**config.mk**
```make
export PLATFORM = sky130hd
export DESIGN_NAME = fp16_rmul_arbiter_flat
export DESIGN_NICKNAME = d
export VERILOG_FILES = /design/src/rtl/fp16_rmul_arbiter_if.sv /design/src/rtl/fp16_rmul_arbiter.sv /design/src/flat_wrapper.sv
export SDC_FILE = /design/constraint.sdc
export NUM_CORES = 1
export LEC_CHECK = 0
export BUFFER_PORTS_ARGS = -buffer_cell sky130_fd_sc_hd__buf_2
export CAP_MARGIN = 20
export CORE_MARGIN = 5
export CORE_UTILIZATION = 40
export DETAILED_ROUTE_END_ITERATION = 7
export PLACE_DENSITY = 0.8
export SLEW_MARGIN = 20
export SYNTH_ARGS = -nofsm -noshare
export SYNTH_HDL_FRONTEND = slang
export SYNTH_SLANG_ARGS = --single-unit
```
**constraint.sdc**
```tcl
create_clock -name clk -period 3.66 [get_ports clk]
set_input_delay 0.366 -clock clk [delete_from_list [all_inputs] [get_ports clk]]
set_output_delay 0.366 -clock clk [all_outputs]
set_load 0.03 [all_outputs]
```
**src/rtl/fp16_rmul_arbiter_if.sv**
```systemverilog
// Requester-side handshake bundle for fp16_rmul_arbiter: two operand request
// channels and two result channels, each with a valid/ready handshake.
interface fp16_rmul_arbiter_if;
    logic        req0_valid;
    logic        req1_valid;
    logic [15:0] req0_a;
    logic [15:0] req0_b;
    logic [15:0] req1_a;
    logic [15:0] req1_b;
    logic        req0_ready;
    logic        req1_ready;
    logic        resp0_valid;
    logic        resp1_valid;
    logic [15:0] resp0_data;
    logic [15:0] resp1_data;
    logic        resp0_ready;
    logic        resp1_ready;

    modport slave (
        input  req0_valid, req1_valid, req0_a, req0_b, req1_a, req1_b,
        output req0_ready, req1_ready,
        output resp0_valid, resp1_valid, resp0_data, resp1_data,
        input  resp0_ready, resp1_ready
    );

    modport master (
        output req0_valid, req1_valid, req0_a, req0_b, req1_a, req1_b,
        input  req0_ready, req1_ready,
        input  resp0_valid, resp1_valid, resp0_data, resp1_data,
        output resp0_ready, resp1_ready
    );
endinterface

```
**src/rtl/fp16_rmul_arbiter.sv**
```systemverilog
// Two-requester round-robin front end for an external two-stage FP16 multiplier.
// Define FP16_RMUL_ARB_STATS_EN to add the 16-bit wrapping issue counter.
module fp16_rmul_arbiter (
    input  logic                      clk,
    input  logic                      rst,
    fp16_rmul_arbiter_if.slave        bus,
    output logic [15:0]               s0_arg_0,
    output logic [15:0]               s0_arg_1,
    input  logic                      s0_ret_0,
    input  logic [4:0]                s0_ret_1,
    input  logic [4:0]                s0_ret_2,
    input  logic [11:0]               s0_ret_3,
    output logic                      s1_arg_0,
    output logic [4:0]                s1_arg_1,
    output logic [4:0]                s1_arg_2,
    output logic [11:0]               s1_arg_3,
    input  logic [15:0]               s1_ret_0,
    output logic [15:0]               issue_count
);

    logic        r_busy0;
    logic        r_busy1;
    logic        r_last;
    logic        r_v1;
    logic        r_tag;
    logic        r_p1_sign;
    logic [4:0]  r_p1_ea;
    logic [4:0]  r_p1_eb;
    logic [11:0] r_p1_frac;
    logic        r_resp0_valid;
    logic        r_resp1_valid;
    logic [15:0] r_resp0_data;
    logic [15:0] r_resp1_data;

    logic w_elig0;
    logic w_elig1;
    logic w_grant0;
    logic w_grant1;
    logic w_accept;
    logic w_consume0;
    logic w_consume1;

    assign w_elig0 = bus.req0_valid && !r_busy0;
    assign w_elig1 = bus.req1_valid && !r_busy1;

    // Tie goes to whoever was not granted last; grants are forced off during reset.
    assign w_grant0 = !rst && w_elig0 && (!w_elig1 || r_last);
    assign w_grant1 = !rst && w_elig1 && (!w_elig0 || !r_last);
    assign w_accept = w_grant0 || w_grant1;

    assign w_consume0 = r_resp0_valid && bus.resp0_ready;
    assign w_consume1 = r_resp1_valid && bus.resp1_ready;

    assign bus.req0_ready = w_grant0;
    assign bus.req1_ready = w_grant1;

    always_comb begin
        s0_arg_0 = 16'd0;
        s0_arg_1 = 16'd0;
        if (w_grant0) begin
            s0_arg_0 = bus.req0_a;
            s0_arg_1 = bus.req0_b;
        end else if (w_grant1) begin
            s0_arg_0 = bus.req1_a;
            s0_arg_1 = bus.req1_b;
        end
    end

    always_ff @(posedge clk or posedge rst) begin
        if (rst) begin
            r_busy0 <= 1'b0;
            r_busy1 <= 1'b0;
            r_last  <= 1'b1;
        end else begin
            if (w_grant0)
                r_busy0 <= 1'b1;
            else if (w_consume0)
                r_busy0 <= 1'b0;
            if (w_grant1)
                r_busy1 <= 1'b1;
            else if (w_consume1)
                r_busy1 <= 1'b0;
            if (w_grant0)
                r_last <= 1'b0;
            else if (w_grant1)
                r_last <= 1'b1;
        end
    end

    always_ff @(posedge clk or posedge rst) begin
        if (rst) begin
            r_v1      <= 1'b0;
            r_tag     <= 1'b0;
            r_p1_sign <= 1'b0;
            r_p1_ea   <= 5'd0;
            r_p1_eb   <= 5'd0;
            r_p1_frac <= 12'd0;
        end else if (w_accept) begin
            r_v1      <= 1'b1;
            r_tag     <= w_grant1;
            r_p1_sign <= s0_ret_0;
            r_p1_ea   <= s0_ret_1;
            r_p1_eb   <= s0_ret_2;
            r_p1_frac <= s0_ret_3;
        end else begin
            r_v1 <= 1'b0;
        end
    end

    assign s1_arg_0 = r_p1_sign;
    assign s1_arg_1 = r_p1_ea;
    assign s1_arg_2 = r_p1_eb;
    assign s1_arg_3 = r_p1_frac;

    // A new result for N implies N was idle, so set never collides with consume.
    always_ff @(posedge clk or posedge rst) begin
        if (rst) begin
            r_resp0_valid <= 1'b0;
            r_resp1_valid <= 1'b0;
            r_resp0_data  <= 16'd0;
            r_resp1_data  <= 16'd0;
        end else begin
            if (r_v1 && !r_tag) begin
                r_resp0_valid <= 1'b1;
                r_resp0_data  <= s1_ret_0;
            end else if (w_consume0) begin
                r_resp0_valid <= 1'b0;
            end
            if (r_v1 && r_tag) begin
                r_resp1_valid <= 1'b1;
                r_resp1_data  <= s1_ret_0;
            end else if (w_consume1) begin
                r_resp1_valid <= 1'b0;
            end
        end
    end

    assign bus.resp0_valid = r_resp0_valid;
    assign bus.resp1_valid = r_resp1_valid;
    assign bus.resp0_data  = r_resp0_data;
    assign bus.resp1_data  = r_resp1_data;

`ifdef FP16_RMUL_ARB_STATS_EN
    logic [15:0] r_issue_count;

    always_ff @(posedge clk or posedge rst) begin
        if (rst)
            r_issue_count <= 16'd0;
        else if (w_accept)
            r_issue_count <= r_issue_count + 16'd1;
    end

    assign issue_count = r_issue_count;
`else
    assign issue_count = 16'd0;
`endif

endmodule

```
**src/flat_wrapper.sv**
```systemverilog
// flat-port wrapper written by rule: the top's interface ports become plain ports
module fp16_rmul_arbiter_flat 
  (clk, rst, s0_arg_0, s0_arg_1, s0_ret_0, s0_ret_1, s0_ret_2, s0_ret_3, s1_arg_0, s1_arg_1, s1_arg_2, s1_arg_3, s1_ret_0, issue_count, bus_req0_valid, bus_req1_valid, bus_req0_a, bus_req0_b, bus_req1_a, bus_req1_b, bus_req0_ready, bus_req1_ready, bus_resp0_valid, bus_resp1_valid, bus_resp0_data, bus_resp1_data, bus_resp0_ready, bus_resp1_ready);
  fp16_rmul_arbiter_if bus_i ();
  input  logic clk;
  input  logic rst;
  output logic [15:0] s0_arg_0;
  output logic [15:0] s0_arg_1;
  input  logic s0_ret_0;
  input  logic [4:0] s0_ret_1;
  input  logic [4:0] s0_ret_2;
  input  logic [11:0] s0_ret_3;
  output logic s1_arg_0;
  output logic [4:0] s1_arg_1;
  output logic [4:0] s1_arg_2;
  output logic [11:0] s1_arg_3;
  input  logic [15:0] s1_ret_0;
  output logic [15:0] issue_count;
  input wire logic [$bits(bus_i.req0_valid)-1:0] bus_req0_valid;
  input wire logic [$bits(bus_i.req1_valid)-1:0] bus_req1_valid;
  input wire logic [$bits(bus_i.req0_a)-1:0] bus_req0_a;
  input wire logic [$bits(bus_i.req0_b)-1:0] bus_req0_b;
  input wire logic [$bits(bus_i.req1_a)-1:0] bus_req1_a;
  input wire logic [$bits(bus_i.req1_b)-1:0] bus_req1_b;
  output wire logic [$bits(bus_i.req0_ready)-1:0] bus_req0_ready;
  output wire logic [$bits(bus_i.req1_ready)-1:0] bus_req1_ready;
  output wire logic [$bits(bus_i.resp0_valid)-1:0] bus_resp0_valid;
  output wire logic [$bits(bus_i.resp1_valid)-1:0] bus_resp1_valid;
  output wire logic [$bits(bus_i.resp0_data)-1:0] bus_resp0_data;
  output wire logic [$bits(bus_i.resp1_data)-1:0] bus_resp1_data;
  input wire logic [$bits(bus_i.resp0_ready)-1:0] bus_resp0_ready;
  input wire logic [$bits(bus_i.resp1_ready)-1:0] bus_resp1_ready;
  assign bus_i.req0_valid = bus_req0_valid;
  assign bus_i.req1_valid = bus_req1_valid;
  assign bus_i.req0_a = bus_req0_a;
  assign bus_i.req0_b = bus_req0_b;
  assign bus_i.req1_a = bus_req1_a;
  assign bus_i.req1_b = bus_req1_b;
  assign bus_req0_ready = bus_i.req0_ready;
  assign bus_req1_ready = bus_i.req1_ready;
  assign bus_resp0_valid = bus_i.resp0_valid;
  assign bus_resp1_valid = bus_i.resp1_valid;
  assign bus_resp0_data = bus_i.resp0_data;
  assign bus_resp1_data = bus_i.resp1_data;
  assign bus_i.resp0_ready = bus_resp0_ready;
  assign bus_i.resp1_ready = bus_resp1_ready;
  fp16_rmul_arbiter u_core (.clk(clk), .rst(rst), .bus(bus_i), .s0_arg_0(s0_arg_0), .s0_arg_1(s0_arg_1), .s0_ret_0(s0_ret_0), .s0_ret_1(s0_ret_1), .s0_ret_2(s0_ret_2), .s0_ret_3(s0_ret_3), .s1_arg_0(s1_arg_0), .s1_arg_1(s1_arg_1), .s1_arg_2(s1_arg_2), .s1_arg_3(s1_arg_3), .s1_ret_0(s1_ret_0), .issue_count(issue_count));
endmodule
```
# Word-level counts from Yosys, hierarchy flattened
# Cells that the tools add are included.
[word_totals] reg_bits=62 inputBits=109 output_inout_bits=107 word_cells=51
[op_classes] n_mux=13 reduce_logical=25
[ops] operator="two-way mux 16 bit" n=4
[ops] operator="logical AND 1 bit" n=10
[ops] operator="nonzero test 2 bit" n=5
[ops] operator="two-way mux 1 bit" n=9
[ops] operator="logical NOT 1 bit" n=7
[ops] operator="logical OR 1 bit" n=3

# Longest topological paths before layout
[logic_depth] ltp_word=7 depth_mapped=5 ltp_nobuf=3

# Worst setup path before layout
# Ideal clock, no wire load.
[synth_timing] kind="in2out" start="input rst" end="output s0_arg_0[10]" arrival_time_ns=2.675 required_time_ns=3.294 path_slack_ns=0.619 stages=5 cell_sequence="inv_1 o2111a_1 buf_2 buf_6 a22o_1"
[synth_between] word_cells_on_any_way=7
[synth_rtl] element="start, declared" line="flat_wrapper.sv:6" rtl="input logic rst;"
[synth_rtl] element="logical NOT 1 bit" line="fp16_rmul_arbiter.sv:47" rtl="assign w_grant0 = !rst && w_elig0 && (!w_elig1 || r_last);"
[synth_rtl] element="logical AND 1 bit (2 in series)" line="fp16_rmul_arbiter.sv:47"
[synth_rtl] element="via bus_req0_ready" line="flat_wrapper.sv:25" rtl="output wire logic [$bits(bus_i.req0_ready)-1:0] bus_req0_ready;"
[synth_rtl] element="two-way mux 16 bit" line="fp16_rmul_arbiter.sv:60" rtl="if (w_grant0) begin"
[synth_rtl] element="end, declared" line="flat_wrapper.sv:7" rtl="output logic [15:0] s0_arg_0;"
# The timed path passes the listed nets, and every way through them passes these cells.

# Worst setup path in the final report
[layout_timing] start="register u_core.r_busy1" end="output s0_arg_1[9]"
[layout_between] elab_chain_cells=6 word_cells_on_any_way=9
[layout_rtl] element="start, declared" line="fp16_rmul_arbiter.sv:22" rtl="logic r_busy1;"
[layout_rtl] element="start signal, assigned" line="fp16_rmul_arbiter.sv:72" rtl="r_busy1 <= 1'b0;"
[layout_rtl] element="start signal, assigned" line="fp16_rmul_arbiter.sv:80" rtl="r_busy1 <= 1'b1;"
[layout_rtl] element="start signal, assigned" line="fp16_rmul_arbiter.sv:82" rtl="r_busy1 <= 1'b0;"
[layout_rtl] element="logical NOT 1 bit *" line="fp16_rmul_arbiter.sv:44" rtl="assign w_elig1 = bus.req1_valid && !r_busy1;"
[layout_rtl] element="logical AND 1 bit *" line="fp16_rmul_arbiter.sv:44"
[layout_rtl] element="logical AND 1 bit or logical NOT 1 bit (tied branches)" line="fp16_rmul_arbiter.sv:48, fp16_rmul_arbiter.sv:47"
[layout_rtl] element="logical AND 1 bit or logical OR 1 bit (tied branches)" line="fp16_rmul_arbiter.sv:48, fp16_rmul_arbiter.sv:47"
[layout_rtl] element="two-way mux 16 bit or logical AND 1 bit (tied branches)" line="fp16_rmul_arbiter.sv:63, fp16_rmul_arbiter.sv:47"
[layout_rtl] element="two-way mux 16 bit *" line="fp16_rmul_arbiter.sv:60"
[layout_rtl] element="end, declared" line="flat_wrapper.sv:8" rtl="output logic [15:0] s0_arg_1;"
# Every way passes the cells marked *; elsewhere a longest branch is shown, timed or not.

==> results.tsv <==
stage	metric	value	unit
clock_network	Worst-Skew Late Latency	330	ps
floorplanning	Core ar.	6869	um^2
status	outcome	finished, final reports clean	
synth	register area share after synthesis	54.65	%
clock_network	Hold Buf Count CTS	0	
critical_path	CP Data Arrival Time	2470	ps
final_layout	Nets	507	
critical_path	CP Class	reg -> out	
sta	hold_ws	254.4	ps
route	DR vias/cell	4.727	
synth	ys async rst share	100.0	%
synth	Ys Warns	0	
floorplanning	initial core utilization	41.37	%
clock_network	clock tree buffer depth	2	
critical_path	crit path max fanout	21	
clock_network	CTS buffer count	9	
synth	number of distinct library cells after synthesis	19	
sta	final hold viol count	0	
placed_design	gpl congestion	0.7497	
power_and_ir_drop	internal power	2079	uW
sta	Max Clock Freq	0.3522	GHz
route	post-DR wirelength/cell	17.63	um
power_and_ir_drop	Seq pwr share	32.4	%
synth	Mapped Area	2841	um^2
sta	Clock Skew	10.50	ps
run	Max Cap Violations	0	
placed_design	HPWL after DPL	7.075	mm
placed_design	IO Port Bufs	199	
clock_network	# Post-CTS Setup Buffers	0	
synth	Post-synth EDFFs	0	
global_route	GRT Total Usage	19.43	%
global_route	pin count of the biggest net entering global routing	63	
critical_path	Worst EP required	3290	ps
synth	Cells after Synth	198	
clock_network	H-tree depth	3	
global_route	global-route wire length before repair	13.16	mm
synth	post-synthesis average cell area	14.35	um^2
clock_network	clk sinks	62	
critical_path	FF-to-FF setup slack	1650	ps
power_and_ir_drop	NetSw	1665	uW
route	Routed Antenna Nets	0	
power_and_ir_drop	Peak VDD IR	0.5434	mV
floorplanning	std cell rows	30	
critical_path	Critical Path End	s0_arg_1[9]	
power_and_ir_drop	combinational fraction of design power	51.0	%
final_layout	layout cells sized above 1	69.15	%
clock_network	CTS tree	built	
power_and_ir_drop	clock power share	16.6	%
power_and_ir_drop	pwr dens	934.0	nW/um^2
critical_path	start of the worst register-to-register path	u_core.r_busy1$_DFFE_PP0P_	
sta	fin. max-slew vios	0	
sta	Final Cycle Share	77.58	%
clock_network	# resized after CTS	0	
power_and_ir_drop	Lkg Pwr	0.002122	uW
sta	setup TNS	0	ps
floorplanning	Die H	94.29	um
sta	Slew @ Worst Pin	936.4	ps
synth	Seq cells post-synth	62	
global_route	grt ovf	0	
critical_path	Reg2Reg Depth	4	
critical_path	Crit. End Element	primary output	
critical_path	reg2reg end	u_core.r_tag$_DFFE_PP0P_	
synth	ys flop type	dfrtp_1	
sta	Slew HR	37.57	%
critical_path	CP startpoint kind	flop	
worst_hold_path	Hold Path Class	in -> reg	
critical_path	worst setup path startpoint	u_core.r_busy1$_DFFE_PP0P_	
final_layout	synthesis-to-layout area growth	41.08	%
route	drc violations	0	
final_layout	diode count	0	
power_and_ir_drop	Switching Fraction	44.47	%
route	1st-pass router iterations	4	
final_layout	Fill cells	598	
global_route	vias in the first global route	2581	
route	total number of vias	2354	
floorplanning	top-level port count	216	
route	final WL	8.778	mm
global_route	initial antenna violation count	0	
sta	crit path time final	2839	ps
clock_network	CTS Root Buffer Type	clkbuf_8	
route	Iteration-0 DRC Markers	53	
sta	final setup fails	0	
floorplanning	Die W	94.29	um
floorplanning	DIE AREA	8890	um^2
sta	RSZ-0062 raised after global routing	false	
clock_network	Worst-path clk slew	60	ps
-- per-layer routing --
metal	global-route usage [%]	part of all wire [%]	up-vias
li1	-	-	1084
met1	19.85	33	1134
met2	35.99	54	125
met3	8.413	12	11
met4	4.934	1.2	0
met5	0	0	-
-- how the worst min path moves through the flow --
stage / from / end / slack, ps / depth (start not counted)
final: bus_resp1_ready / u_core.bus.resp1_valid$_DFFE_PP0P_ / 250 / 2
after global routing: bus_resp1_ready / u_core.bus.resp1_valid$_DFFE_PP0P_ / 220 / 2
after CTS: bus_resp1_ready / u_core.bus.resp1_valid$_DFFE_PP0P_ / 240 / 2
after detailed placement: u_core.bus.resp0_data[11]$_DFFE_PP0P_ / u_core.bus.resp0_data[11]$_DFFE_PP0P_ / 490 / 1
after global placement: u_core.bus.resp0_data[9]$_DFFE_PP0P_ / u_core.bus.resp0_data[9]$_DFFE_PP0P_ / 480 / 1
after floorplan: u_core.r_busy1$_DFFE_PP0P_ / u_core.r_busy1$_DFFE_PP0P_ / 460 / 1
-- cells in the final DEF, fill, tap and decap left out, types with 2 or more instances in the layout --
master / Yosys / layout
bufinv_16: 0 / 2
a22o_1: 32 / 32
inv_1: 6 / 5
dfrtp_1: 61 / 61
buf_4: 16 / 2
nand2_1: 4 / 4
clkbuf_8: 0 / 9
clkbuf_1: 0 / 2
mux2_2: 55 / 55
buf_2: 3 / 199
conb_1: 1 / 16
o21ai_0: 2 / 2
o21bai_2: 2 / 2
-- registers in the layout, summed over array words and instances, names as in the netlist, 5 cells and up --
signal / cells
u_core.bus.resp0_data: 16
u_core.bus.resp1_data: 16
u_core.s1_arg_2: 5
u_core.s1_arg_3: 12
u_core.s1_arg_1: 5
-- power by group through the flow --
stage,logic (uW),registers [uW],clock network (uW)
after floorplan,731,1850,0
after global placement,1900,1190,0
after detailed placement,1930,1220,0
after CTS,1940,1220,641
after global routing,2020,1260,682
final,1910,1210,620
-- Yosys cell counts (2+ instances only) --
cell / count / share of area [%]
a22o_1: 32 / 9.9
buf_2: 3 / 0.53
buf_4: 16 / 4.2
buf_6: 8 / 3.2
dfrtp_1: 61 / 54
inv_1: 6 / 0.79
mux2_2: 55 / 22
nand2_1: 4 / 0.53
o21ai_0: 2 / 0.35
o21bai_2: 2 / 0.79
-- cells by family after synthesis --
family / count (synthesis) / synth area share [%]
muxes: 55 / 21.80
other: 1 / 0.1320
buffers and inverters: 33 / 8.719
and+or+nand+nor: 6 / 1.233
AOI/OAI and AO/OA: 41 / 13.47
DFF: 62 / 54.65
-- metrics by stage --
stage,instance area [um^2],std cells,util [%],setup WS [ps],total power (uW)
after global placement,3804,483,55.37,1235,3094
final,4009,498,58.36,820.6,3744
after detailed placement,3804,483,55.37,1185,3156
after global routing,4009,498,58.36,650.3,3960
after floorplan,2898,213,-,619.4,2586
after CTS,4008,498,58.34,819.0,3796
-- layout make-up --
type | count | area, um^2 | share of cell area, %
well taps | 96 | 120.1 | 2.996
clock buffers | 11 | 131.4 | 3.277
multi-input cells | 118 | 1099 | 27.40
flip-flops and latches | 62 | 1553 | 38.73
inverters | 6 | 22.52 | 0.5618
clock inverters | 4 | 72.57 | 1.810
repair buffers | 201 | 1011 | 25.22
-- worst max-delay path, cell delays in order (launching register included) --
cell,delay (ps)
dfrtp_1,410
nand2b_4,180
a311oi_4,820
buf_4,370
a22o_1,170
buf_2,200
(Power assumes the default switching activity.)
